**src/rtl/botoes_pkg.sv**
```systemverilog
// Shared definitions for the multi-channel button conditioner.
//   estado_t : per-channel debounce FSM state (2-bit encoding)
//   maxU     : helper used by elaboration-time width checks
package botoes_pkg;

    localparam int unsigned ESTADO_W = 2;

    typedef enum logic [ESTADO_W-1:0] {
        SOLTO       = 2'b00,
        CONF_ALTA   = 2'b01,
        PRESSIONADO = 2'b10,
        CONF_BAIXA  = 2'b11
    } estado_t;

    function automatic int unsigned maxU(input int unsigned a, input int unsigned b);
        return (a > b) ? a : b;
    endfunction

endpackage

```
**src/rtl/tratamento_botoes_multi_if.sv**
```systemverilog
// Button bundle between board pins and the conditioner.
//   botaoPlaca : raw asynchronous pins (driven by the board side)
//   pulso      : one-cycle pulse per confirmed press / auto-repeat
//   nivel      : debounced level, 1 = pressed
//   solto      : one-cycle pulse per confirmed release
interface tratamento_botoes_multi_if #(
    parameter int unsigned N_BOTOES = 4
);
    logic [N_BOTOES-1:0] botaoPlaca;
    logic [N_BOTOES-1:0] pulso;
    logic [N_BOTOES-1:0] nivel;
    logic [N_BOTOES-1:0] solto;

    modport master (output botaoPlaca, input pulso, input nivel, input solto);
    modport slave  (input botaoPlaca, output pulso, output nivel, output solto);
endinterface

```
**src/rtl/debounce_canal.sv**
```systemverilog
// One button channel: 2-FF synchroniser, polarity normalise, debounce FSM and
// optional auto-repeat scheduler.
//   clock, reset : system clock, synchronous active-high reset
//   botaoBruto   : raw asynchronous pin
//   pulso        : registered one-cycle press / repeat pulse
//   nivel        : registered debounced level (1 = pressed)
//   solto        : registered one-cycle release pulse
module debounce_canal
    import botoes_pkg::*;
#(
    parameter int unsigned ATIVO_BAIXO = 1,
    parameter int unsigned CICLOS_DEB  = 50000,
    parameter int unsigned CONT_W      = 17,
    parameter int unsigned REPETE      = 0,
    parameter int unsigned CICLOS_REP1 = 25000000,
    parameter int unsigned CICLOS_REPN = 5000000,
    parameter int unsigned REP_W       = 25
) (
    input  logic clock,
    input  logic reset,
    input  logic botaoBruto,
    output logic pulso,
    output logic nivel,
    output logic solto
);

    localparam logic              REPOUSO  = 1'(ATIVO_BAIXO != 0);
    localparam logic              REP_ON   = 1'(REPETE != 0);
    localparam logic [CONT_W-1:0] CNT_FIM  = CONT_W'(CICLOS_DEB - 1);
    localparam logic [REP_W-1:0]  REP_FIM1 = REP_W'(CICLOS_REP1 - 1);
    localparam logic [REP_W-1:0]  REP_FIMN = REP_W'(CICLOS_REPN - 1);

    logic sync1, sync2, s;

    estado_t           estado, estadoProx;
    logic [CONT_W-1:0] cnt, cntProx;
    logic [REP_W-1:0]  rep, repProx, repAlvo, repAvanca;
    logic              jaRepetiu, jaRepetiuProx;
    logic              pulsoProx, nivelProx, soltoProx;

    // Synchroniser resets to the idle pin level so a held button is not seen until after reset.
    always_ff @(posedge clock) begin
        if (reset) begin
            sync1 <= REPOUSO;
            sync2 <= REPOUSO;
        end else begin
            sync1 <= botaoBruto;
            sync2 <= sync1;
        end
    end

    assign s = REPOUSO ? ~sync2 : sync2;

    // State and output registers.
    always_ff @(posedge clock) begin
        if (reset) begin
            estado    <= SOLTO;
            cnt       <= '0;
            rep       <= '0;
            jaRepetiu <= 1'b0;
            pulso     <= 1'b0;
            nivel     <= 1'b0;
            solto     <= 1'b0;
        end else begin
            estado    <= estadoProx;
            cnt       <= cntProx;
            rep       <= repProx;
            jaRepetiu <= jaRepetiuProx;
            pulso     <= pulsoProx;
            nivel     <= nivelProx;
            solto     <= soltoProx;
        end
    end

    // Repeat target switches from the first-delay to the interval after the first repeat;
    // the counter saturates at the target instead of wrapping.
    always_comb begin
        repAlvo   = jaRepetiu ? REP_FIMN : REP_FIM1;
        repAvanca = (rep < repAlvo) ? rep + REP_W'(1) : rep;
    end

    // Next-state and output logic.
    always_comb begin
        estadoProx    = estado;
        cntProx       = cnt;
        repProx       = rep;
        jaRepetiuProx = jaRepetiu;
        pulsoProx     = 1'b0;
        soltoProx     = 1'b0;
        nivelProx     = nivel;

        case (estado)
            SOLTO: begin
                cntProx = '0;
                if (s) estadoProx = CONF_ALTA;
            end
            CONF_ALTA: begin
                if (!s) begin
                    estadoProx = SOLTO;
                    cntProx    = '0;
                end else if (cnt == CNT_FIM) begin
                    estadoProx    = PRESSIONADO;
                    cntProx       = '0;
                    pulsoProx     = 1'b1;
                    nivelProx     = 1'b1;
                    repProx       = '0;
                    jaRepetiuProx = 1'b0;
                end else begin
                    cntProx = cnt + CONT_W'(1);
                end
            end
            PRESSIONADO: begin
                if (!s) begin
                    estadoProx = CONF_BAIXA;
                    cntProx    = '0;
                    if (REP_ON) repProx = repAvanca;
                end else if (REP_ON) begin
                    if (rep >= repAlvo) begin
                        pulsoProx     = 1'b1;
                        repProx       = '0;
                        jaRepetiuProx = 1'b1;
                    end else begin
                        repProx = repAvanca;
                    end
                end
            end
            CONF_BAIXA: begin
                // A bounce back to pressed keeps the repeat schedule running.
                if (s) begin
                    estadoProx = PRESSIONADO;
                    cntProx    = '0;
                    if (REP_ON) repProx = repAvanca;
                end else if (cnt == CNT_FIM) begin
                    estadoProx = SOLTO;
                    cntProx    = '0;
                    soltoProx  = 1'b1;
                    nivelProx  = 1'b0;
                end else begin
                    cntProx = cnt + CONT_W'(1);
                    if (REP_ON) repProx = repAvanca;
                end
            end
            default: begin
                estadoProx = SOLTO;
                cntProx    = '0;
            end
        endcase
    end

endmodule

```
**src/rtl/tratamento_botoes_multi.sv**
```systemverilog
// N-channel push-button conditioner: one debounce_canal per button.
//   clock, reset : system clock, synchronous active-high reset
//   bus (slave)  : botaoPlaca in; pulso / nivel / solto out, one bit per channel
module tratamento_botoes_multi
    import botoes_pkg::*;
#(
    parameter int unsigned N_BOTOES    = 4,
    parameter int unsigned ATIVO_BAIXO = 1,
    parameter int unsigned CICLOS_DEB  = 50000,
    parameter int unsigned CONT_W      = 17,
    parameter int unsigned REPETE      = 0,
    parameter int unsigned CICLOS_REP1 = 25000000,
    parameter int unsigned CICLOS_REPN = 5000000,
    parameter int unsigned REP_W       = 25
) (
    input  logic                  clock,
    input  logic                  reset,
    tratamento_botoes_multi_if.slave bus
);

    // Elaboration-time parameter checks.
    if (N_BOTOES < 1 || N_BOTOES > 16) begin : gErroN
        $error("N_BOTOES must be in 1..16");
    end
    if (CICLOS_DEB < 2) begin : gErroDeb
        $error("CICLOS_DEB must be >= 2");
    end
    if ((64'(1) << CONT_W) <= 64'(CICLOS_DEB)) begin : gErroContW
        $error("CONT_W too small for CICLOS_DEB");
    end
    if (REPETE != 0 && (CICLOS_REP1 < 1 || CICLOS_REPN < 1)) begin : gErroRep
        $error("CICLOS_REP1 and CICLOS_REPN must be >= 1");
    end
    if (REPETE != 0 && (64'(1) << REP_W) <= 64'(maxU(CICLOS_REP1, CICLOS_REPN))) begin : gErroRepW
        $error("REP_W too small for repeat intervals");
    end

    logic [N_BOTOES-1:0] pulsoV, nivelV, soltoV;

    for (genvar i = 0; i < N_BOTOES; i++) begin : gCanal
        debounce_canal #(
            .ATIVO_BAIXO (ATIVO_BAIXO),
            .CICLOS_DEB  (CICLOS_DEB),
            .CONT_W      (CONT_W),
            .REPETE      (REPETE),
            .CICLOS_REP1 (CICLOS_REP1),
            .CICLOS_REPN (CICLOS_REPN),
            .REP_W       (REP_W)
        ) uCanal (
            .clock      (clock),
            .reset      (reset),
            .botaoBruto (bus.botaoPlaca[i]),
            .pulso      (pulsoV[i]),
            .nivel      (nivelV[i]),
            .solto      (soltoV[i])
        );
    end

    assign bus.pulso = pulsoV;
    assign bus.nivel = nivelV;
    assign bus.solto = soltoV;

endmodule
```
**src/flat_wrapper.sv**
```systemverilog
// flat-port wrapper written by rule: the top's interface ports become plain ports
module tratamento_botoes_multi_flat import botoes_pkg::*;
#(
    parameter int unsigned N_BOTOES    = 4,
    parameter int unsigned ATIVO_BAIXO = 1,
    parameter int unsigned CICLOS_DEB  = 50000,
    parameter int unsigned CONT_W      = 17,
    parameter int unsigned REPETE      = 0,
    parameter int unsigned CICLOS_REP1 = 25000000,
    parameter int unsigned CICLOS_REPN = 5000000,
    parameter int unsigned REP_W       = 25
)
  (clock, reset, bus_botaoPlaca, bus_pulso, bus_nivel, bus_solto);
  tratamento_botoes_multi_if #(.N_BOTOES(N_BOTOES)) bus_i ();
  input  logic clock;
  input  logic reset;
  input wire logic [$bits(bus_i.botaoPlaca)-1:0] bus_botaoPlaca;
  output wire logic [$bits(bus_i.pulso)-1:0] bus_pulso;
  output wire logic [$bits(bus_i.nivel)-1:0] bus_nivel;
  output wire logic [$bits(bus_i.solto)-1:0] bus_solto;
  assign bus_i.botaoPlaca = bus_botaoPlaca;
  assign bus_pulso = bus_i.pulso;
  assign bus_nivel = bus_i.nivel;
  assign bus_solto = bus_i.solto;
  tratamento_botoes_multi #(.N_BOTOES(N_BOTOES), .ATIVO_BAIXO(ATIVO_BAIXO), .CICLOS_DEB(CICLOS_DEB), .CONT_W(CONT_W), .REPETE(REPETE), .CICLOS_REP1(CICLOS_REP1), .CICLOS_REPN(CICLOS_REPN), .REP_W(REP_W)) u_core (.clock(clock), .reset(reset), .bus(bus_i));
endmodule
```
**config.mk**
```make
export PLATFORM = sky130hd
export DESIGN_NAME = tratamento_botoes_multi_flat
export DESIGN_NICKNAME = d
export VERILOG_FILES = /design/src/rtl/botoes_pkg.sv /design/src/rtl/tratamento_botoes_multi_if.sv /design/src/rtl/debounce_canal.sv /design/src/rtl/tratamento_botoes_multi.sv /design/src/flat_wrapper.sv
export SDC_FILE = /design/constraint.sdc
export NUM_CORES = 1
export LEC_CHECK = 0
export CORE_AREA = 2 2 87 89
export CTS_BUF_LIST = sky130_fd_sc_hd__clkbuf_4 sky130_fd_sc_hd__clkbuf_8
export DETAILED_ROUTE_END_ITERATION = 12
export DIE_AREA = 0 0 89 91
export HOLD_SLACK_MARGIN = 0.03
export PLACE_DENSITY = 0.86
export SYNTH_ARGS = -nofsm -noshare
export SYNTH_HDL_FRONTEND = slang
export SYNTH_SLANG_ARGS = --single-unit
```
**constraint.sdc**
```tcl
create_clock -name clock -period 5.4 [get_ports clock]
set_clock_uncertainty 0.2 [all_clocks]
set_input_delay 0.81 -clock clock [delete_from_list [all_inputs] [get_ports clock]]
set_output_delay 0.81 -clock clock [all_outputs]
set_load 0.05 [all_outputs]
```
==> flow_metrics.tcl <==
set metrics [dict create \
    crit_start "u_core.gCanal[0].uCanal.nivel$_SDFFE_PP0P_" \
    ys_async_sr_fraction 0 \
    p_leak_nw 1.71 \
    r2r-start "u_core.gCanal[0].uCanal.cnt[4]$_SDFFE_PP0N_" \
    required_ps 4390 \
    grt_start_max_net_pins 45 \
    coreArea_sq_um 7140 \
    drc 0 \
    synth_top_flop_cell "dfxtp_1" \
    cts_tree "built" \
    crit_slowest_cell "clkdlybuf4s50_1" \
    worstPathArrival_ps 1550 \
    cp_slowest_stage_delay_ps 820 \
    ys_ff_latch 96 \
    critical_path.n_buffers_inverters 1 \
    drt-total-wl_mm 9.64 \
    clockRootBuffer "clkbuf_8" \
    synthTopCellsByCount "dfxtp_1, nand2_1, nand3_1, nor2_1, a21oi_1" \
    utilization 0.706 \
    netlist_area_sq_um 4770 \
    finalNetCount 574 \
    reg2reg_to "u_core.gCanal[0].uCanal.cnt[15]$_SDFFE_PP0N_" \
    syn_area_per_cell_sq_um 8.39 \
    endpoint "bus_nivel[0]" \
    ys_warn_count 0 \
    grt_use_total 0.246 \
    ant_nets 0 \
    finalMaxSlewViolations 0 \
    synth_top_area_share 0.403 \
    outcome "finished clean" \
    p_per_area_nw_per_um2 240 \
    ys_seq_area_frac 0.403 \
    start_kind "flip-flop" \
    crit_fanout 3 \
    ir_drop_uv 169 \
    yosys.area.top_type "dfxtp_1" \
    critPathCaptureType "output pin" \
    synth_nets 579 \
    viasPerCell 6.37 \
    clock-sinks 96 \
    fin_setup_tns_ps 0 \
    r2r_slack_ps 2860 \
    holdBufCountCts 0 \
    antenna_found_initial 0 \
    synth.most_common_cell "dfxtp_1" \
    hp-class "flip-flop to flip-flop" \
    rsz0062_at_grt "no" \
    crit_chain "clkdlybuf4s50_1" \
    r2r_cells 5 \
    io_buffer_count 17 \
    worst_pin_slew_ps 999 \
    worstSkewPairLatency_ps 360 \
    clockBufferDepth 2 \
    path_depth 1 \
    relSlewSlack 0.331 \
    min-delay-start "u_core.gCanal[1].uCanal.sync1$_SDFF_PP1_" \
    cts_buffers 9 \
    die_area_sq_um 8100 \
    wl_per_cell_um 14.5 \
    crit_type "flip-flop to output pin" \
    antennaDiodeCount 0 \
    die_w_um 89 \
    place.gp.congestion 0.877 \
    layout_min_cycle_time_ps 2560 \
    dpl.hpwl_mm 6.65 \
    area_growth_pct 5.53 \
    period_share 0.475 \
    syn_inst 569 \
    cts_max_level 3 \
    drive_gt1_frac 0.0739 \
    grt-ovfl-total 0 \
    drv_cap 0 \
    vias 4251 \
    start_util 0.669 \
    clk_pin_slew_ps 90 \
    grt_pass1_wl_mm 16.3 \
    grt_pass1_vias 3775 \
    first_iter_violations 175 \
    synth_edf_count 0 \
    ios 18 \
    rows 31 \
    critPathTopFamily "buffers and inverters" \
    fmaxAchievable_mhz 390 \
    hold_viol_final 0 \
    firstDrtPassIters 5 \
    synth_area_leaders "dfxtp_1, nand2_1, nand3_1" \
    setup_viol 0 \
    synthDistinctLibCells 63 \
    cts.repair.resized 0 \
    fp.dieH_um 91 \
    postCtsSetupBuffers 0 \
]
==> per-layer routing <==
metal  wire length (um)  GRT usage
met2               4570      0.377
met5                  0          0
met3                483     0.0536
met4                146     0.0970
met1               4440      0.335
==> kinds of logic after synthesis <==
kind of cell | after synthesis | synth area share
mux | 5 | 0.0105
flops | 96 | 0.403
compound gates | 130 | 0.177
simple gates | 272 | 0.320
xor+xnor | 13 | 0.0238
fa+ha+maj | 4 | 0.0105
buf+inv | 49 | 0.0563
==> sequential cells by signal (all words and copies together) (netlist names), named ones only <==
name	flops
u_core.gCanal.uCanal.cnt	68
u_core.gCanal.uCanal.sync1	4
u_core.gCanal.uCanal.estado	4
u_core.gCanal.uCanal.solto	4
u_core.gCanal.uCanal.nivel	4
u_core.gCanal.uCanal.sync2	4
u_core.gCanal.uCanal.pulso	4
==> per-stage QoR <==
step | cell area (sq um) | cells | total power [W] | hold WS (ps) | worst slack, ps
floorplan | 4770 | 569 | 0.000782 | 189 | 3210
global route | 5040 | 667 | 0.00125 | 224 | 2700
global placement | 4860 | 652 | 0.000788 | 191 | 2610
finish | 5040 | 667 | 0.00121 | 213 | 2840
CTS | 5040 | 667 | 0.00121 | 214 | 2830
detailed placement | 4860 | 652 | 0.000790 | 194 | 2540
==> area by class of cell <==
type	count	area, sq um
Multi-Input combinational cell	424	2580
Sequential cell	96	1920
Clock inverter	3	17.5
Timing Repair Buffer	19	180
Tap cell	99	124
Inverter	14	52.6
Clock buffer	12	159
Fill cell	600	2100
==> placed cells by master, fill, tap and decap left out, types with 3 or more instances in the layout <==
cell type         n
a21o_1           14
a21oi_1          30
a22o_1            7
a22oi_1           3
a311oi_1          3
a31oi_1          22
a41oi_1           5
and2_1            3
and3_1           13
and4_1            3
clkbuf_8         11
clkdlybuf4s50_1  16
dfxtp_1          96
ha_1              4
inv_1            14
mux2i_1           5
nand2_1          55
nand2b_1          7
nand3_1          38
nand3b_1          3
nand4_1          22
nor2_1           35
nor3_1           24
nor3b_1           9
nor4_1           14
nor4_4            3
nor4b_1           3
o21ai_0          27
or2_2            10
or3_1             9
or4_1             4
xnor2_1           6
xor2_1            7
==> report_power, final <==
group	total (W)	switching [W]	internal, W
sequential	0.000724	0.00000823	0.000715
clock	0.000434	0.000240	0.000194
combinational	0.0000503	0.0000296	0.0000207
total	0.00121	0.000278	0.000930
==> worst min path at each step <==
stage | depth (start not counted) | to | slack, ps
final | 1 | u_core.gCanal[1].uCanal.sync2$_SDFF_PP1_ | 210
after global routing | 1 | u_core.gCanal[1].uCanal.sync2$_SDFF_PP1_ | 220
after CTS | 1 | u_core.gCanal[1].uCanal.sync2$_SDFF_PP1_ | 210
after detailed placement | 1 | u_core.gCanal[2].uCanal.sync2$_SDFF_PP1_ | 190
after global placement | 1 | u_core.gCanal[2].uCanal.sync2$_SDFF_PP1_ | 190
after floorplan | 1 | u_core.gCanal[0].uCanal.sync2$_SDFF_PP1_ | 190
(Power assumes the default switching activity.)
